==> src/rtl/seq_pattern_tx_if.sv <==
// Handshake and serial-output bundle for seq_pattern_tx.
// master drives the request side; slave is the transmitter itself.
interface seq_pattern_tx_if #(
  parameter int PAT_W = 4,
  parameter int REP_W = 4
);
  logic             start;
  logic             abort;
  logic             use_default;
  logic [PAT_W-1:0] pattern;
  logic [REP_W-1:0] reps;
  logic             out_bit;
  logic             out_valid;
  logic             busy;
  logic             done;

  modport master (
    output start, abort, use_default, pattern, reps,
    input  out_bit, out_valid, busy, done
  );

  modport slave (
    input  start, abort, use_default, pattern, reps,
    output out_bit, out_valid, busy, done
  );
endinterface

==> src/rtl/seq_pattern_tx.sv <==
// Serial pattern transmitter: sends reps+1 copies of a PAT_W-bit pattern, MSB first.
// Define SEQ_PATTERN_TX_GAP_EN to insert one idle GAP cycle between repetitions.
module seq_pattern_tx #(
  parameter int               PAT_W       = 4,
  parameter int               REP_W       = 4,
  parameter logic [PAT_W-1:0] PAT_DEFAULT = 4'b0101
) (
  input logic             clk,
  input logic             reset,
  seq_pattern_tx_if.slave bus
);

  localparam int IDX_W = (PAT_W > 1) ? $clog2(PAT_W) : 1;
  localparam logic [IDX_W-1:0] LAST_IDX = IDX_W'(PAT_W - 1);

  typedef enum logic [1:0] {
    IDLE  = 2'd0,
    SHIFT = 2'd1,
    FIN   = 2'd2
`ifdef SEQ_PATTERN_TX_GAP_EN
    , GAP = 2'd3
`endif
  } state_t;

  state_t           state_q, state_d;
  logic [PAT_W-1:0] shadow_q, shadow_d;
  logic [REP_W-1:0] reps_q, reps_d;
  logic [IDX_W-1:0] bit_idx_q, bit_idx_d;
  logic [REP_W-1:0] rep_idx_q, rep_idx_d;
  logic             out_bit_q, out_bit_d;
  logic             out_valid_q, out_valid_d;
  logic             busy_q, busy_d;
  logic             done_q, done_d;
  logic [IDX_W-1:0] sel_idx;

  // Outputs are computed one cycle ahead so every port comes straight from a flop;
  // bit_idx always names the bit currently on out_bit.
  always_comb begin
    state_d     = state_q;
    shadow_d    = shadow_q;
    reps_d      = reps_q;
    bit_idx_d   = bit_idx_q;
    rep_idx_d   = rep_idx_q;
    out_bit_d   = 1'b0;
    out_valid_d = 1'b0;
    busy_d      = 1'b0;
    done_d      = 1'b0;
    sel_idx     = '0;

    case (state_q)
      IDLE: begin
        if (bus.start && !bus.abort) begin
          shadow_d    = bus.use_default ? PAT_DEFAULT : bus.pattern;
          reps_d      = bus.reps;
          bit_idx_d   = '0;
          rep_idx_d   = '0;
          state_d     = SHIFT;
          out_bit_d   = shadow_d[PAT_W-1];
          out_valid_d = 1'b1;
          busy_d      = 1'b1;
        end
      end

      SHIFT: begin
        if (bus.abort) begin
          state_d = IDLE;
        end else if (bit_idx_q == LAST_IDX) begin
          if (rep_idx_q == reps_q) begin
            state_d = FIN;
            done_d  = 1'b1;
            busy_d  = 1'b1;
          end else begin
            rep_idx_d = rep_idx_q + REP_W'(1);
            bit_idx_d = '0;
            busy_d    = 1'b1;
`ifdef SEQ_PATTERN_TX_GAP_EN
            state_d   = GAP;
`else
            state_d     = SHIFT;
            out_bit_d   = shadow_q[PAT_W-1];
            out_valid_d = 1'b1;
`endif
          end
        end else begin
          bit_idx_d   = bit_idx_q + IDX_W'(1);
          sel_idx     = LAST_IDX - bit_idx_d;
          out_bit_d   = shadow_q[sel_idx];
          out_valid_d = 1'b1;
          busy_d      = 1'b1;
        end
      end

`ifdef SEQ_PATTERN_TX_GAP_EN
      GAP: begin
        if (bus.abort) begin
          state_d = IDLE;
        end else begin
          state_d     = SHIFT;
          out_bit_d   = shadow_q[PAT_W-1];
          out_valid_d = 1'b1;
          busy_d      = 1'b1;
        end
      end
`endif

      // Abort is deliberately not looked at here so a finishing transfer still reports done.
      FIN: begin
        state_d = IDLE;
      end

      default: begin
        state_d = IDLE;
      end
    endcase
  end

  always_ff @(posedge clk) begin
    if (!reset) begin
      state_q     <= IDLE;
      shadow_q    <= '0;
      reps_q      <= '0;
      bit_idx_q   <= '0;
      rep_idx_q   <= '0;
      out_bit_q   <= 1'b0;
      out_valid_q <= 1'b0;
      busy_q      <= 1'b0;
      done_q      <= 1'b0;
    end else begin
      state_q     <= state_d;
      shadow_q    <= shadow_d;
      reps_q      <= reps_d;
      bit_idx_q   <= bit_idx_d;
      rep_idx_q   <= rep_idx_d;
      out_bit_q   <= out_bit_d;
      out_valid_q <= out_valid_d;
      busy_q      <= busy_d;
      done_q      <= done_d;
    end
  end

  assign bus.out_bit   = out_bit_q;
  assign bus.out_valid = out_valid_q;
  assign bus.busy      = busy_q;
  assign bus.done      = done_q;

endmodule

==> src/flat_wrapper.sv <==
// flat-port wrapper written by rule: the top's interface ports become plain ports
module seq_pattern_tx_flat 
#(
  parameter int               PAT_W       = 4,
  parameter int               REP_W       = 4,
  parameter logic [PAT_W-1:0] PAT_DEFAULT = 4'b0101
)
  (clk, reset, bus_start, bus_abort, bus_use_default, bus_pattern, bus_reps, bus_out_bit, bus_out_valid, bus_busy, bus_done);
  seq_pattern_tx_if #(.PAT_W(PAT_W), .REP_W(REP_W)) bus_i ();
  input logic clk;
  input logic reset;
  input wire logic [$bits(bus_i.start)-1:0] bus_start;
  input wire logic [$bits(bus_i.abort)-1:0] bus_abort;
  input wire logic [$bits(bus_i.use_default)-1:0] bus_use_default;
  input wire logic [$bits(bus_i.pattern)-1:0] bus_pattern;
  input wire logic [$bits(bus_i.reps)-1:0] bus_reps;
  output wire logic [$bits(bus_i.out_bit)-1:0] bus_out_bit;
  output wire logic [$bits(bus_i.out_valid)-1:0] bus_out_valid;
  output wire logic [$bits(bus_i.busy)-1:0] bus_busy;
  output wire logic [$bits(bus_i.done)-1:0] bus_done;
  assign bus_i.start = bus_start;
  assign bus_i.abort = bus_abort;
  assign bus_i.use_default = bus_use_default;
  assign bus_i.pattern = bus_pattern;
  assign bus_i.reps = bus_reps;
  assign bus_out_bit = bus_i.out_bit;
  assign bus_out_valid = bus_i.out_valid;
  assign bus_busy = bus_i.busy;
  assign bus_done = bus_i.done;
  seq_pattern_tx #(.PAT_W(PAT_W), .REP_W(REP_W), .PAT_DEFAULT(PAT_DEFAULT)) u_core (.clk(clk), .reset(reset), .bus(bus_i));
endmodule
==> config.mk <==
export PLATFORM = sky130hd
export DESIGN_NAME = seq_pattern_tx_flat
export DESIGN_NICKNAME = d
export VERILOG_FILES = /design/src/rtl/seq_pattern_tx_if.sv /design/src/rtl/seq_pattern_tx.sv /design/src/flat_wrapper.sv
export SDC_FILE = /design/constraint.sdc
export NUM_CORES = 1
export LEC_CHECK = 0
export ABC_AREA = 1
export BUFFER_PORTS_ARGS = -buffer_cell sky130_fd_sc_hd__buf_2
export CAP_MARGIN = 20
export CORE_AREA = 5 5 65 67
export CTS_BUF_LIST = sky130_fd_sc_hd__clkbuf_2
export DETAILED_ROUTE_END_ITERATION = 8
export DIE_AREA = 0 0 70 72
export GPL_TIMING_DRIVEN = 0
export MAX_ROUTING_LAYER = met4
export PLACE_DENSITY = 0.43
export SLEW_MARGIN = 15
export SYNTH_ARGS = -nofsm -noshare
export SYNTH_HDL_FRONTEND = slang
export SYNTH_SLANG_ARGS = --single-unit
==> constraint.sdc <==
create_clock -name clk -period 1.55 [get_ports clk]
set_clock_uncertainty 0.1 [all_clocks]
set_input_delay 0.0775 -clock clk [delete_from_list [all_inputs] [get_ports clk]]
set_output_delay 0.0775 -clock clk [all_outputs]
set_load 0.02 [all_outputs]
==> metrics.txt <==
Layout area overhead 30.95%; Mapped Area 0.001031 sq mm; startpoint type of the worst setup path input port; initial core utilization 0.2881; total CTS buffers 3; Synth area leaders dfxtp_1, nand2_1, nor2_1, inv_1, a21oi_1; critical path's largest stage delay 0.55 ns; number of global-route vias before repair 960; max cap viols 0; Total Power 0.001220 W; Slew Viols, Final 0; CTS tree yes; latest clock arrival within the worst-skew pair 0.33 ns; Detail Placement HPWL 1.690 mm; clk sinks 20; leakage 0.5914 nW; sequential share of power 0.470; slew of the pin with the lowest slew margin 0.2900 ns; clock buffer depth 2; Internal 0.0008809 W; clock slew at reported path FFs 0.21 ns; register area share after synthesis 0.3883; Final ANT Viol Nets 0; Period minus WS final 1.462 ns; Antenna Cells 0; layout cells sized above 1 0.2841; worst vdd rail ir drop 0.3310 mV; Setup Viol. Count Final 0; Util after Layout 0.3773; CP max stage cell dlygate4sd3_1; Slew headroom 0.8064; I/O Buffers 16; Comb power frac 0.212; WL per Instance 10.04 um; GRT Util Overall 0.09961; most frequent cells in the layout nand2_1, nor2_1, buf_2; cells after synthesis 144; gr ovfl total 0; die height 72 um; critical path data required time 1.73 ns; Syn. warnings 0; final wirelength 2.250 mm; row count 22; critical path class in -> reg; CP endpoint kind register; Worst EP arrival 1.64 ns; initial antenna violation count 0; post-DR vias/cell 4.326; via count 969; commonest non-fill, non-tap cell in the layout nand2_1; drt pass-1 iters 4; FF+latch count, synth 20; Ports 17; RSZ-0062 raised after global routing false; # H-tree levels 1; Mapped Avg Cell Area 7.160 sq um; root buf cell clkbuf_2; Final period util 0.9430; Yosys top cell area share 0.3883; Switching Share 0.2780; core area 0.003578 sq mm; outcome complete, no violations; Yosys top cell by area dfxtp_1; fin nets 192; NetSw 0.0003391 W; Max Freq 684.2 MHz; Clk network pwr share 0.319; Die W 70 um; syn nets 159; routability congestion estimate 0.7563; filler instances 373; first-pass GRT wire length 3.988 mm; largest net degree at the start of global routing 13; CP Max Fanout 2; Final Hold Viols 0; DR iter-0 viols 25; drt drc 0; setup TNS 0 ns; worst min path class in -> reg; Synth cell types 21; setup bufs post-CTS 0; die area 0.005040 sq mm; power per cell area 903.7 mW/mm^2; critical-path cell list dlygate4sd3_1 -> buf_2 -> nand2_1 -> dlygate4sd3_1 -> nor2_1 -> nor2_1 -> a21oi_1
per-stage QoR:
step | hold slack, ns | cell area [sq um] | instances | setup slack, ns
final | 0.03163 | 1350 | 224 | 0.08843
after global routing | 0.008427 | 1350 | 224 | 0.02058
after CTS | 0.009931 | 1336 | 224 | 0.08054
after detailed placement | 0.2411 | 1171 | 208 | 0.1098
after global placement | 0.2338 | 1171 | 208 | 0.1259
after floorplan | 0.1174 | 1031 | 144 | 0.2897
cell type report:
| class | instances | area (sq um) | share of cell area |
|---|---|---|---|
| Buffer | 2 | 16.27 | 0.01205 |
| Inverter | 20 | 75.07 | 0.05561 |
| Clock inverter | 1 | 30.03 | 0.02224 |
| Sequential cell | 20 | 409.1 | 0.3031 |
| Multi-Input combinational cell | 102 | 544.3 | 0.4032 |
| Tap cell | 48 | 60.06 | 0.04449 |
| Clock buffer | 3 | 15.01 | 0.01112 |
| Timing Repair Buffer | 28 | 200.2 | 0.1483 |
sequential cells by signal, indices dropped and copies added (netlist names):
name	flops
u_core.bit_idx_q	2
u_core.bus.busy	1
u_core.bus.done	1
u_core.bus.out_bit	1
u_core.bus.out_valid	1
u_core.rep_idx_q	4
u_core.reps_q	4
u_core.shadow_q	4
u_core.state_q	2
final timing paths:
kind,from,endpoint,slack (ns),depth (start not counted)
worst max-delay path,bus_pattern[3],u_core.bus.out_bit,0.09,7
worst min-delay path,bus_abort,u_core.bus.out_bit,0.03,4
worst max register to register,u_core.bit_idx_q[0],u_core.bit_idx_q[1],0.19,7
worst min register to register,u_core.reps_q[1],u_core.reps_q[1],0.38,2
cells by family (layout without fill, tap and decap cells):
group	after synthesis	in the layout	synth area share
AND/OR/NAND/NOR	78	78	0.3580
flip-flops	20	20	0.3883
XOR/XNOR	1	1	0.008497
AO/OA/AOI/OAI	21	21	0.1323
buffers and inverters	22	54	0.08858
adder cells (fa/ha/maj)	2	2	0.02427
cells in the mapped netlist (all sizes together):
cell and number:
ha 2, nand2 42, nor3 1, o21ai 6, nand4 3, nor2 24
inv 20, xnor2 1, buf 2, o221a 2, nand3 8, a21oi 13
dfxtp 20
critical path: cells and delay by family:
kind | cells | cell delay (ns)
compound gates | 1 | 0.16
buf+inv | 3 | 1.15
simple gates | 3 | 0.24
metal layers:
layer | GRT usage | part of all wire
met5 | - | 0
met2 | 0.1626 | 0.45
met3 | 0.02355 | 0.055
met1 | 0.1170 | 0.48
met4 | 0.04468 | 0.013
power by group through the flow:
stage	sequential, W	clock (W)	combinational (W)
after detailed placement	0.000582	0	0.000235
after floorplan	0.000582	0	0.000174
after global routing	0.000577	0.000425	0.000293
final	0.000573	0.000389	0.000258
after CTS	0.000571	0.000400	0.000259
after global placement	0.000581	0	0.000234
repair_timing:
item / in CTS / in global routing
hold buffers: 12 / 0
setup endpoints to repair: 0 / 6
resized for setup: 0 / 7
endpoints found under the hold margin: 9 / 0
Note: power is estimated with default switching activity, not from simulation.
